--- src/rtl/freq_gate_counter.sv ---
// Reciprocal frequency counter core: counts Clock cycles across N rising edges of one selected pin.
// Latency: 3 Clock cycles from pin edge to detection; result registered, flagged by a 1-cycle done_flag.
// Backpressure: none; the result is held in out_value until the next DONE.
module freq_gate_counter #(
    parameter int DATA_WIDTH     = 16,
    parameter int NINPUTS        = 8,
    parameter int TIMEOUT_CYCLES = 65535
) (
    input  logic                  Clock,
    input  logic                  nReset,
    input  logic                  nSoftReset,
    input  logic                  enable,
    input  logic [DATA_WIDTH-1:0] select_input,
    input  logic [DATA_WIDTH-1:0] samples_required,
    input  logic [NINPUTS-1:0]    sig_in,
    output logic [DATA_WIDTH-1:0] out_value,
    output logic                  done_flag,
    output logic                  timeout
);

    typedef enum logic [2:0] {IDLE, ARM, COUNT, DONE, HOLD} state_t;

    localparam int SEL_W = (NINPUTS > 1) ? $clog2(NINPUTS) : 1;
    localparam int TO_W  = $clog2(TIMEOUT_CYCLES + 1);
    localparam logic [DATA_WIDTH-1:0] NIN_W   = DATA_WIDTH'(NINPUTS);
    localparam logic [TO_W-1:0]       TO_LAST = TO_W'(TIMEOUT_CYCLES - 1);

    state_t                state, state_nxt;
    logic [DATA_WIDTH-1:0] sel_q, sel_nxt;
    logic [DATA_WIDTH-1:0] n_q, n_nxt;
    logic [DATA_WIDTH-1:0] cycle_cnt, cyc_nxt, cyc_inc;
    logic [DATA_WIDTH-1:0] edge_cnt, edge_nxt, edge_inc;
    logic [TO_W-1:0]       to_cnt, to_nxt;
    logic [DATA_WIDTH-1:0] out_nxt;
    logic                  to_flag_nxt;
    logic [DATA_WIDTH-1:0] sel_mux;
    logic                  pin, s1, s2, s3, edge_det;

    // While idle the synchroniser follows the live selection so no stale edge appears on arming
    assign sel_mux  = (state == IDLE) ? select_input : sel_q;
    assign pin      = (sel_mux < NIN_W) ? sig_in[sel_mux[SEL_W-1:0]] : 1'b0;
    assign edge_det = s2 & ~s3;
    assign cyc_inc  = (cycle_cnt == '1) ? cycle_cnt : cycle_cnt + 1'b1;
    assign edge_inc = edge_cnt + 1'b1;

    always_comb begin
        state_nxt   = state;
        sel_nxt     = sel_q;
        n_nxt       = n_q;
        cyc_nxt     = cycle_cnt;
        edge_nxt    = edge_cnt;
        to_nxt      = to_cnt;
        out_nxt     = out_value;
        to_flag_nxt = timeout;
        case (state)
            IDLE: begin
                if (enable) begin
                    sel_nxt     = select_input;
                    n_nxt       = samples_required;
                    to_flag_nxt = 1'b0;
                    cyc_nxt     = '0;
                    edge_nxt    = '0;
                    to_nxt      = '0;
                    if (samples_required == '0) begin
                        state_nxt = DONE;
                        out_nxt   = '0;
                    end else begin
                        state_nxt = ARM;
                    end
                end
            end
            ARM: begin
                if (!enable) begin
                    state_nxt = IDLE;
                end else if (edge_det) begin
                    state_nxt = COUNT;
                    cyc_nxt   = '0;
                    edge_nxt  = '0;
                    to_nxt    = '0;
                end else if (to_cnt == TO_LAST) begin
                    state_nxt   = DONE;
                    out_nxt     = '1;
                    to_flag_nxt = 1'b1;
                end else begin
                    to_nxt = to_cnt + 1'b1;
                end
            end
            COUNT: begin
                cyc_nxt = cyc_inc;
                // Nth edge beats a coincident timeout
                if (!enable) begin
                    state_nxt = IDLE;
                end else if (edge_det && (edge_inc == n_q)) begin
                    state_nxt = DONE;
                    out_nxt   = cyc_inc;
                end else if (edge_det) begin
                    edge_nxt = edge_inc;
                    to_nxt   = '0;
                end else if (to_cnt == TO_LAST) begin
                    state_nxt   = DONE;
                    out_nxt     = '1;
                    to_flag_nxt = 1'b1;
                end else begin
                    to_nxt = to_cnt + 1'b1;
                end
            end
            DONE:    state_nxt = HOLD;
            HOLD:    if (!enable) state_nxt = IDLE;
            default: state_nxt = IDLE;
        endcase
    end

    always_ff @(posedge Clock or negedge nReset) begin
        if (!nReset) begin
            state     <= IDLE;
            sel_q     <= '0;
            n_q       <= '0;
            cycle_cnt <= '0;
            edge_cnt  <= '0;
            to_cnt    <= '0;
            out_value <= '0;
            done_flag <= 1'b0;
            timeout   <= 1'b0;
            s1        <= 1'b0;
            s2        <= 1'b0;
            s3        <= 1'b0;
        end else if (!nSoftReset) begin
            state     <= IDLE;
            sel_q     <= '0;
            n_q       <= '0;
            cycle_cnt <= '0;
            edge_cnt  <= '0;
            to_cnt    <= '0;
            out_value <= '0;
            done_flag <= 1'b0;
            timeout   <= 1'b0;
            s1        <= 1'b0;
            s2        <= 1'b0;
            s3        <= 1'b0;
        end else begin
            state     <= state_nxt;
            sel_q     <= sel_nxt;
            n_q       <= n_nxt;
            cycle_cnt <= cyc_nxt;
            edge_cnt  <= edge_nxt;
            to_cnt    <= to_nxt;
            out_value <= out_nxt;
            done_flag <= (state_nxt == DONE);
            timeout   <= to_flag_nxt;
            s1        <= pin;
            s2        <= s1;
            s3        <= s2;
        end
    end

endmodule

--- config.mk ---
export PLATFORM = sky130hd
export DESIGN_NAME = freq_gate_counter
export DESIGN_NICKNAME = d
export VERILOG_FILES = /design/src/rtl/freq_gate_counter.sv
export SDC_FILE = /design/constraint.sdc
export NUM_CORES = 1
export LEC_CHECK = 0
export BUFFER_PORTS_ARGS = -buffer_cell sky130_fd_sc_hd__buf_2
export CORE_MARGIN = 2
export CORE_UTILIZATION = 45
export CTS_BUF_LIST = sky130_fd_sc_hd__clkbuf_8
export CTS_CLUSTER_SIZE = 10
export DETAILED_ROUTE_END_ITERATION = 6
export PLACE_DENSITY = 0.75
export SETUP_SLACK_MARGIN = 0.02
export SLEW_MARGIN = 40
export SYNTH_ARGS = -nofsm -noshare
export SYNTH_HDL_FRONTEND = slang
export SYNTH_SLANG_ARGS = --single-unit
export TNS_END_PERCENT = 20
--- constraint.sdc ---
create_clock -name Clock -period 3.6 [get_ports Clock]
set_input_delay 0 -clock Clock [delete_from_list [all_inputs] [get_ports Clock]]
set_output_delay 0 -clock Clock [all_outputs]
set_load 0.02 [all_outputs]
### Word level (Yosys, flattened, before mapping)

Cells that the tools add are included.

| storage, ports and cells | value |
|---|---|
| bits of input ports | 44 |
| word-level logic and storage cells | 105 |
| register bits after elaboration | 104 |

| operators by class | value |
|---|---|
| add/subtract/negate cells | 3 |
| reduce and logical (&&, ||, !) cells | 8 |
| magnitude comparators | 2 |
| mux-type cells | 60 |
| bitwise operators | 2 |
| equal/unequal tests | 18 |

Operators by type and width:

| cell | number |
|---|---|
| 2-to-1 mux 16 bit | 30 |
| one-hot mux 16 bit (3 select lines) | 4 |
| adder 16 x 1 -> 16 bit, second input constant | 3 |
| equality test 16 bit, second input constant | 2 |
| 2-to-1 mux 3 bit | 9 |
| inequality test 3 bit, second input constant | 6 |
| equality test 16 bit | 1 |
| logical NOT 16 bit | 1 |
| < comparator 16 x 4 -> 1 bit, second input constant | 1 |
| one-hot mux 3 bit (5 select lines) | 1 |
| 2-to-1 mux 1 bit | 13 |
| AND reduction 5 bit | 2 |
| equality test 3 x 2 -> 1 bit, second input constant | 3 |
| AND reduction 7 bit | 1 |
| < comparator 3 x 4 -> 1 bit, second input constant | 1 |
| inequality test 2 x 1 -> 1 bit, second input constant | 2 |
| inequality test 4 x 1 -> 1 bit, second input constant | 1 |
| AND reduction 4 bit | 1 |
| binary-select mux 1 bit (select 3 bit) | 1 |
| equality test 3 x 1 -> 1 bit, second input constant | 1 |
| equality test 3 bit, second input constant | 1 |
| logical NOT 3 bit | 1 |
| inequality test 3 x 2 -> 1 bit, second input constant | 1 |
| one-hot mux 1 bit (3 select lines) | 1 |
| 5 further kinds | 5 |

### Longest topological paths before layout

Gate-level depths: netlist of run 1.

| logic depth | value |
|---|---|
| word-level depth | 8 |
| mapped depth | 11 |
| gate-level depth less buffers | 9 |

### Worst setup path before layout of run 1

Ideal clock, no wire load.

| timing path | value |
|---|---|
| path kind | reg-to-reg |
| start | register edge_cnt[3] |
| end | register out_value[6] |
| period minus slack after synthesis | 2.627 ns |
| required time | 3.462 ns |
| buffers on the path | 1 |
| setup slack | 0.973 ns |
| library setup time | 0.138 ns |
| stages on the path, launching flop included | 10 |
| arrival time | 2.490 ns |
| cell sequence | dfrtp_1 > buf_2 > nand4_4 > or4_4 > xnor2_1 > nor4_1 > nand4_1 > o2bb2ai_1 > nor2_1 > o21ai_0 |

| between the ends | value |
|---|---|
| cells in the longest elaborated chain, start to end | 7 |

RTL lines:

| what | RTL line | RTL |
|---|---|---|
| from (decl) | 32 | `logic [DATA_WIDTH-1:0] edge_cnt, edge_nxt, edge_inc;` |
| from (signal assigned) | 145 | `edge_cnt <= edge_nxt;` |
| adder 16 x 1 -> 16 bit | 44 | `assign edge_inc = edge_cnt + 1'b1;` |
| equality test 16 bit | 93 | `end else if (edge_det && (edge_inc == n_q)) begin` |
| logical AND 1 bit | 93 |  |
| 2-to-1 mux 16 bit | 93 |  |
| 2-to-1 mux 16 bit | 91 | `if (!enable) begin` |
| one-hot mux 16 bit (3 select lines) | 55 | `case (state)` |
| 2-to-1 mux 16 bit | 127 | `end else if (!nSoftReset) begin` |
| to (signal assigned) | 147 | `out_value <= out_nxt;` |
| to (decl) | 16 | `output logic [DATA_WIDTH-1:0] out_value,` |

Every way passes these cells. The select of a mux whose other input is x is not followed.
A chain may end at the register's enable or synchronous reset.

### Worst setup path in the final report of run 1

| timing path | value |
|---|---|
| start | register edge_cnt[0] |
| end | register out_value[12] |

Same word-level chain as after synthesis.

==> results.md, run 1 <==
Timing:
- The worst path in the final design needs a cycle of 3.178 ns, including I/O delays and setup.
- The number of failing hold endpoints at the final stage came to 0.
- Setup repair after global routing left no endpoint under its margin.
- Clock skew on the completed layout was measured at 0.01365 ns.
- The upper clock frequency limit is 0.3147 GHz.
- The count of endpoints failing setup in the final report is 0.
- After routing, the total negative slack on setup checks comes to 0 ns.
- For the pin with the worst max-slew slack, the measured transition is 0.6952 ns.
- In the finished design, the share of the clock period the worst path needs comes to 0.8828.
- Headroom to the max-slew limit came out at 0.5340.
- Hold is met by 0.07607 ns.
- The final count of pins violating max slew is 0.

Routing:
- After detailed routing, the average wire length per cell comes to 16.51 µm.
- In this run the remaining antenna-violating nets after routing total 0.
- The ratio of routed vias to standard cells is 5.800.
- The vias after detailed routing is 5,649.
- The iteration-0 DRC count of the detailed router is 415.
- The total wire length is 16,080 µm.
- The iteration count of the initial detailed-routing pass is 6.
- The DRC violations left is 0.

Yosys:
- Of all flip-flops after synthesis, the portion carrying an async set or reset was 1.000.
- The number of enable flip-flop cells after synthesis is 0.
- The net count after synthesis is 757.
- The number of register bits inferred by synthesis is 104.
- The share of synthesized area in the top cell type comes to 0.4281.
- The post-synthesis average cell area is 8.575 µm².
- The leading register cell type out of synthesis is sky130_fd_sc_hd__dfrtp_1.
- The total standard cell area after synthesis is 0.006080 mm².
- The top cell type by total area after synthesis is sky130_fd_sc_hd__dfrtp_1.
- The commonest cells after synthesis are 129 x sky130_fd_sc_hd__nand2_1, 104 x sky130_fd_sc_hd__dfrtp_1, 59 x sky130_fd_sc_hd__nor2_1, 59 x sky130_fd_sc_hd__o21ai_0, 50 x sky130_fd_sc_hd__a21oi_1.
- The number of standard cells after synthesis is 709.
- The unique cell type count in the Yosys netlist is 71.
- After synthesis, the cell types taking the most area are sky130_fd_sc_hd__dfrtp_1 43%, sky130_fd_sc_hd__nand2_1 8.0%, sky130_fd_sc_hd__o21ai_0 4.9%, sky130_fd_sc_hd__a21oi_1 4.1%, sky130_fd_sc_hd__nor2_1 3.6%.
- The share of the Yosys chip area taken by registers is 0.4281.
- The dominant cell by count in the synthesized netlist is sky130_fd_sc_hd__nand2_1.
- For this run, the number of Yosys warnings is 0.

Layout:
- At the end of the flow, the number of nets in the layout was 841.
- After routing the design area is 0.007126 mm².
- The core occupancy in the finished layout is 0.5381.
- The area growth from synthesis to layout is 17.21%.
- Once layout is complete, the cells apart from fillers number 974.
- The repair_antennas step left the layout with diodes totalling 0.
- The fraction of final layout cells with drive strength greater than 1 is 0.1491.

Global routing:
- The maximum number of pins on one net before global-route repair is 41.
- In the global route stage, overall resource usage came out at 0.2326.
- The overflow left after global routing is 0.
- The number of antenna violations at the first check in global routing is 0.
- The first global-routing pass estimated 26,900 µm of wire.
- The number of global-route vias before repair was 5,364.

Critical path:
- The type of the setup path with the least slack is reg -> reg.
- On the critical path, the stage with the largest delay is an instance of sky130_fd_sc_hd__nor4_4.
- The critical path starts at edge_cnt[0].
- The worst register-to-register path begins at edge_cnt[0].
- The destination of the worst register-to-register timing path is out_value[12].
- The critical path ends at out_value[12].
- The count of buffering cells on the critical path with inverters included is 0.
- The worst setup path is launched from a flip-flop.
- The worst setup path is captured at a flip-flop.
- In this run the worst path has a maximum fanout of 10.
- In this run the register-to-register setup slack is 0.42 ns.
- The largest single stage delay on the critical path is 0.61 ns.
- The data arrival time of the worst path is 3.48 ns.
- The required time at the endpoint of the critical path is 3.90 ns.
- The signal on the critical path passes through ha_1, nand3_2, nor4_2, xnor2_1, nor3_1, nand2_1, nor4_4, nand2_4, o31ai_2.
- The critical path crosses 9 cells after its start point.
- Grouping stages by cell kind, the critical path spends the most delay in simple AND/OR/NAND/NOR gates.
- The number of cells on the worst reg-to-reg path is 9.

Min path:
- Along the worst hold path, the cell count comes to 3.
- In this run the worst hold path is classified as in -> reg.
- The worst hold path begins at nSoftReset.

CTS:
- In this run the clock root is driven by a sky130_fd_sc_hd__clkbuf_8.
- The count of buffers added by post-CTS timing repair for setup is 0.
- For this design, the sink count on the clock tree is 104.
- The CTS tree is yes.
- No sink is reached through more buffers than the 2 on the longest clock path.
- The number of levels in the clock H-tree is 3.
- For the worst-skew pair, the clock arrives at the later sink with an insertion delay of 0.39 ns.
- The number of buffers inserted during clock tree synthesis is 9.
- The clock edge transition at the registers on the reported setup and hold paths is 0.10 ns.

Floorplan:
- The vertical die dimension is 120.2 µm.
- In this run the horizontal extent of the chip is 120.2 µm.
- The placeable core region is 0.01324 mm².
- The initial standard-cell utilization of the core is 0.4591.
- The number of top-level design ports is 62.
- The die footprint is 0.01446 mm².
- In this run the core area contains 42 standard-cell rows.

Place:
- The cell area reported after detailed placement is 0.006554 mm².
- The HPWL reported at the end of detailed placement is 10,940 µm.
- The final RePlAce weighted congestion is 0.8940.
- Port buffering added 61 buffers.
- Counting tap cells, the placed design contains a total of 924 instances.

Pwr:
- The total power density per cell area is 327.9 mW/mm².
- The standby leakage power is 3.092 nW.
- VDD sags by at most 0.0002498 V.

Flow run:
- Across the run, the number of max-cap violations was 0.

Run status:
- The flow ran to the end, and the final reports show no timing, DRC or antenna violations.
cells in the final DEF, fill, tap and decap left out, types with 5 or more instances in the layout:
cell and count:
sky130_fd_sc_hd__a21oi_1 50, sky130_fd_sc_hd__a31oi_1 10, sky130_fd_sc_hd__and2_1 10, sky130_fd_sc_hd__and3_1 5, sky130_fd_sc_hd__buf_2 60, sky130_fd_sc_hd__buf_4 15, sky130_fd_sc_hd__clkbuf_8 10, sky130_fd_sc_hd__dfrtp_1 104
sky130_fd_sc_hd__dlygate4sd3_1 34, sky130_fd_sc_hd__inv_1 10, sky130_fd_sc_hd__nand2_1 129, sky130_fd_sc_hd__nand2b_1 9, sky130_fd_sc_hd__nand3_1 26, sky130_fd_sc_hd__nand4_1 12, sky130_fd_sc_hd__nor2_1 58, sky130_fd_sc_hd__nor2b_1 10
sky130_fd_sc_hd__nor3_1 14, sky130_fd_sc_hd__nor4_1 14, sky130_fd_sc_hd__o21ai_0 59, sky130_fd_sc_hd__o22ai_1 13, sky130_fd_sc_hd__o31ai_1 15, sky130_fd_sc_hd__or4_1 6, sky130_fd_sc_hd__xnor2_1 20, sky130_fd_sc_hd__xor2_1 19
state kept, by name, summed over array words and instances (netlist names), 3 cells and up:
name       flops
to_cnt        16
edge_cnt      16
n_q           16
cycle_cnt     16
out_value     16
state          3
sel_q         16
worst min path at each step:
| stage | endpoint | slack [ns] |
|---|---|---|
| 2_1_floorplan | cycle_cnt[0] | -0.30 |
| 3_3_place_gp | cycle_cnt[13] | -0.01 |
| 3_5_place_dp | cycle_cnt[13] | -0.02 |
| 4_1_cts | out_value[9] | 0.05 |
| 5_1_grt | out_value[9] | 0.1 |
| 6_report | out_value[9] | 0.08 |
through the flow:
step	power, W	setup slack (ns)
floorplan	0.001384	0.9727
global placement	0.001488	0.5832
detailed placement	0.001491	0.4650
CTS	0.002347	0.4430
global route	0.002442	0.1038
finish	0.002337	0.4219
worst register-to-register path: stages, from the launching register on:
cell	delay, ns
sky130_fd_sc_hd__dfrtp_1	0.53
sky130_fd_sc_hd__ha_1	0.30
sky130_fd_sc_hd__nand3_2	0.22
sky130_fd_sc_hd__nor4_2	0.41
sky130_fd_sc_hd__xnor2_1	0.12
sky130_fd_sc_hd__nor3_1	0.32
sky130_fd_sc_hd__nand2_1	0.16
sky130_fd_sc_hd__nor4_4	0.61
sky130_fd_sc_hd__nand2_4	0.16
sky130_fd_sc_hd__o31ai_2	0.26
power breakdown:
part	internal, W	switching (W)
combinational	0.000114	0.000173
clock	0.000413	0.000424
sequential	0.00119	0.0000224
total	0.00172	0.000619
cell families (layout without fill, tap and decap cells):
kind of cell / Yosys count / count (layout) / share of synthesized area
AO/OA/AOI/OAI: 180 / 180 / 0.1817
XOR/XNOR: 39 / 39 / 0.05618
adder cells (fa/ha/maj): 4 / 4 / 0.008232
buffers and inverters: 46 / 135 / 0.03314
flip-flops: 104 / 104 / 0.4281
multiplexers: 7 / 7 / 0.01585
AND/OR/NAND/NOR: 329 / 329 / 0.2768
what timing repair did:
action	CTS	global route
hold buffers	34	0
resized for setup	0	1
endpoints found under the hold margin	67	0
endpoints found under the setup margin	0	1
layer usage:
layer  GRT usage  share of wire  wire, µm
met1      0.3277           0.44      7139
met2      0.3629           0.47      7600
met3     0.03962          0.066      1066
met4     0.08430          0.017       276
met5           0              0         0
layout make-up:
class,count,area (µm²)
clock inverters,6,91.34
repair buffers,109,753.2
fillers,1221,6117
well taps,176,220.2
clock buffers,10,137.6
multi-input cells,559,3283
flip-flops and latches,104,2603
inverters,10,37.54
(Power assumes the default switching activity.)
==> run 2: changes to the inputs <==
CAP_MARGIN = 5   (was default)
PLACE_DENSITY = default   (was 0.75)
==> run 2 against run 1 <==
Net effect:
- die area did not move
- worst hold slack got worse by 0.020 ns
- maximum frequency is 0.51% lower
- core utilization rose by 0.38 points
- sequential power about the same
- first-iteration DRC count is 14% lower
- critical path type unchanged
- largest cell class unchanged
==> results.md, run 2 (same netlist as run 1, synthesis figures left out) <==
Critical path:
- The required time at the endpoint of the critical path is 3.87 ns.
- The reg2reg setup slack is 0.41 ns.
- The worst-path maximum fanout is 10.
- For the worst setup path, the data arrival time is 3.46 ns.
- Counting both buffers and inverters, the worst setup path holds a total of 0.
- The type of element launching the critical path is a flip-flop.
- The delay of the slowest cell on the worst path is 0.59 ns.
- The type of the setup path with the least slack is reg -> reg.
- The slowest library cell on the worst path is sky130_fd_sc_hd__or4_4.
- The signal on the critical path passes through nand4_4, or4_4, xnor2_1, nor4_1, nand4_1, o2bb2ai_1, nor2_1, o22ai_1.
- STA classifies the critical path endpoint as a flip-flop.
- Broken down by cell family, the worst path's largest delay share belongs to simple AND/OR/NAND/NOR gates.

Routing:
- After detailed routing, the number of vias per cell comes to 5.677.
- For this block, the via count after detailed routing is 5,552.
- The total wire length is 16,790 µm.
- The iteration count of the initial detailed-routing pass is 5.
- The routed wirelength normalized by instance count is 17.16 µm.
- The iteration-0 DRC count of the detailed router is 358.
- The DRC violations left is 0.
- The final antenna-violating net count is 0.

Global routing:
- The overflow left after global routing is 0.
- The maximum number of pins on one net before global-route repair is 58.
- The number of global-route vias before repair came to 5,433.
- The wire length of the first global-routing pass is 27,810 µm.
- The global routing usage summed across all routing layers is 0.2443.
- The number of antenna violations at the first check in global routing is 0.

Pwr:
- Across the VDD grid, the largest voltage drop is 0.0004857 V.
- The total power density per cell area is 335.5 mW/mm².
- The standby leakage power is 3.133 nW.

Layout:
- In the final layout, the share of cells above drive strength 1 is 0.1521.
- Compared with the post-synthesis result, the final layout area differs by 18.03%.
- The number of fill cells is 1,249.
- The sequential cells in the finished layout cover a total of 0.002603 mm².
- The antenna diode instance count is 0.
- The top cell types in the final layout, fill and taps aside, are 129 x sky130_fd_sc_hd__nand2_1, 104 x sky130_fd_sc_hd__dfrtp_1, 60 x sky130_fd_sc_hd__buf_2.
- The net count reported at finish is 845.
- The area of combinational cells with multiple inputs is 0.003281 mm².
- The leading cell type in the layout, fill and taps excluded is sky130_fd_sc_hd__nand2_1.

Flow run:
- Max-cap violations in this run came to 0.

Place:
- Before CTS, the worst setup slack after placement is 0.4497 ns.
- Once detailed placement completed, the half-perimeter wirelength came to 12,150 µm.
- Port buffering added 61 buffers.
- The final RePlAce weighted congestion is 0.9613.

CTS:
- For the worst-skew pair, the clock arrives at the later sink with an insertion delay of 0.40 ns.
- After clock tree synthesis, the clock-pin slew on the worst setup and hold paths is 0.11 ns.
- TritonCTS built the clock tree.
- Clock tree synthesis inserted a total of 9 buffers.
- The root buffer cell chosen for the clock tree is sky130_fd_sc_hd__clkbuf_8.
- The number of resized instances in the post-cts repair step is 0.
- The clock tree synthesis step divided the H-tree into 3 levels.
- Buffers added to address setup during post-CTS repair amount to 0.
- Clock tree synthesis found a total of 104 sinks.
- The clock passes through at most 2 buffers.

Floorplan:
- The vertical die dimension is 120.2 µm.
- The floorplan step defined a core boundary enclosing 0.01324 mm².
- The die footprint is 0.01446 mm².
- The initial standard-cell utilization of the core is 0.4591.
- Pin placement for this block handled 62 I/O pins.
- Row generation in the floorplan step produced 42 rows.
- The die width is 120.2 µm.

Timing:
- In the post-route analysis, the smallest setup slack over all paths is 0.4057 ns.
- The final count of pins violating max slew is 0.
- Setup repair after global routing left no endpoint under its margin.
- The upper clock frequency limit is 0.3131 GHz.
- The time the worst path needs with I/O delays and setup is 3.194 ns.
- The final sum of negative setup slack is 0 ns.
- Setup violations remaining at the end of the flow were counted as 0.
- The number of failing hold endpoints at the final stage was 0.
- For the pin with the worst max-slew slack, the measured transition is 0.8636 ns.
- The relative max-transition margin is 0.4193.
- The clock arrives with 0.01564 ns of skew.
- The share of the clock period used by the worst path is 0.8873.

Run status:
- The flow ran to the end, and the final reports show no timing, DRC or antenna violations.

Min path:
- In this run the worst hold path is classified as in -> reg.
[run 2: changes by cell type in the layout (fill, tap and decap cells not counted), sizes merged]
cell / delta
buf: +4
bufinv: +1
clkbuf: -1
clkinv: +2
clkinvlp: -3
inv: +1
[run 2: power by group]
part           switching [W]  internal, W  total [W]
logic               0.000172     0.000113   0.000286
registers          0.0000232      0.00119    0.00121
clock network       0.000436     0.000471   0.000907
total               0.000632      0.00178    0.00241
[run 2: area by class of cell]
cell class                 count  share of cell area
multi-input combinational    559              0.4572
clock inverter                 7             0.01779
sequential                   104              0.3627
inverter                      10            0.005231
tap                          176             0.03069
clock buffer                   9             0.01726
timing repair buffer         113              0.1092
[run 2: what timing repair did]
item	4_1_cts	5_1_grt
endpoints found under the setup margin	0	0
hold buffers	34	0
endpoints found under the hold margin	138	0
[run 2: worst paths after layout]
check,startpoint,endpoint,cells past startpoint
min reg2reg,s1,s2,1
min in group asynchronous,nReset,n_q[5],3
max,edge_cnt[2],out_value[8],8
max in group asynchronous,nReset,out_value[5],3
max reg2reg,edge_cnt[2],out_value[8],8
min,nSoftReset,out_value[9],3
[run 2: layer usage]
layer | up-vias | track usage | wire, µm
li1 | 2719 | - | -
met1 | 2666 | 0.3220 | 7565
met2 | 131 | 0.3906 | 7998
met3 | 36 | 0.05755 | 692
met4 | 0 | 0.09593 | 528
met5 | - | 0 | 0
[run 2: worst reg2reg max path: cells and delay by family, from the launching register on]
kind | cells | cell delay [ns]
AO/OA/AOI/OAI | 2 | 0.44
XOR/XNOR | 1 | 0.16
AND/OR/NAND/NOR | 5 | 1.93
flip-flops | 1 | 0.53
[run 2: through the flow]
stage | hold slack [ns] | std cells | instance area, µm² | util | power, W
global placement | 0.1429 | 928 | 6584 | 0.4972 | 0.001491
finish | 0.05587 | 978 | 7176 | 0.5419 | 0.002408
detailed placement | 0.1432 | 928 | 6584 | 0.4972 | 0.001496
global route | 0.05623 | 978 | 7176 | 0.5419 | 0.002526
CTS | 0.03169 | 978 | 7176 | 0.5419 | 0.002443
floorplan | -0.2956 | 709 | 6080 | - | 0.001384
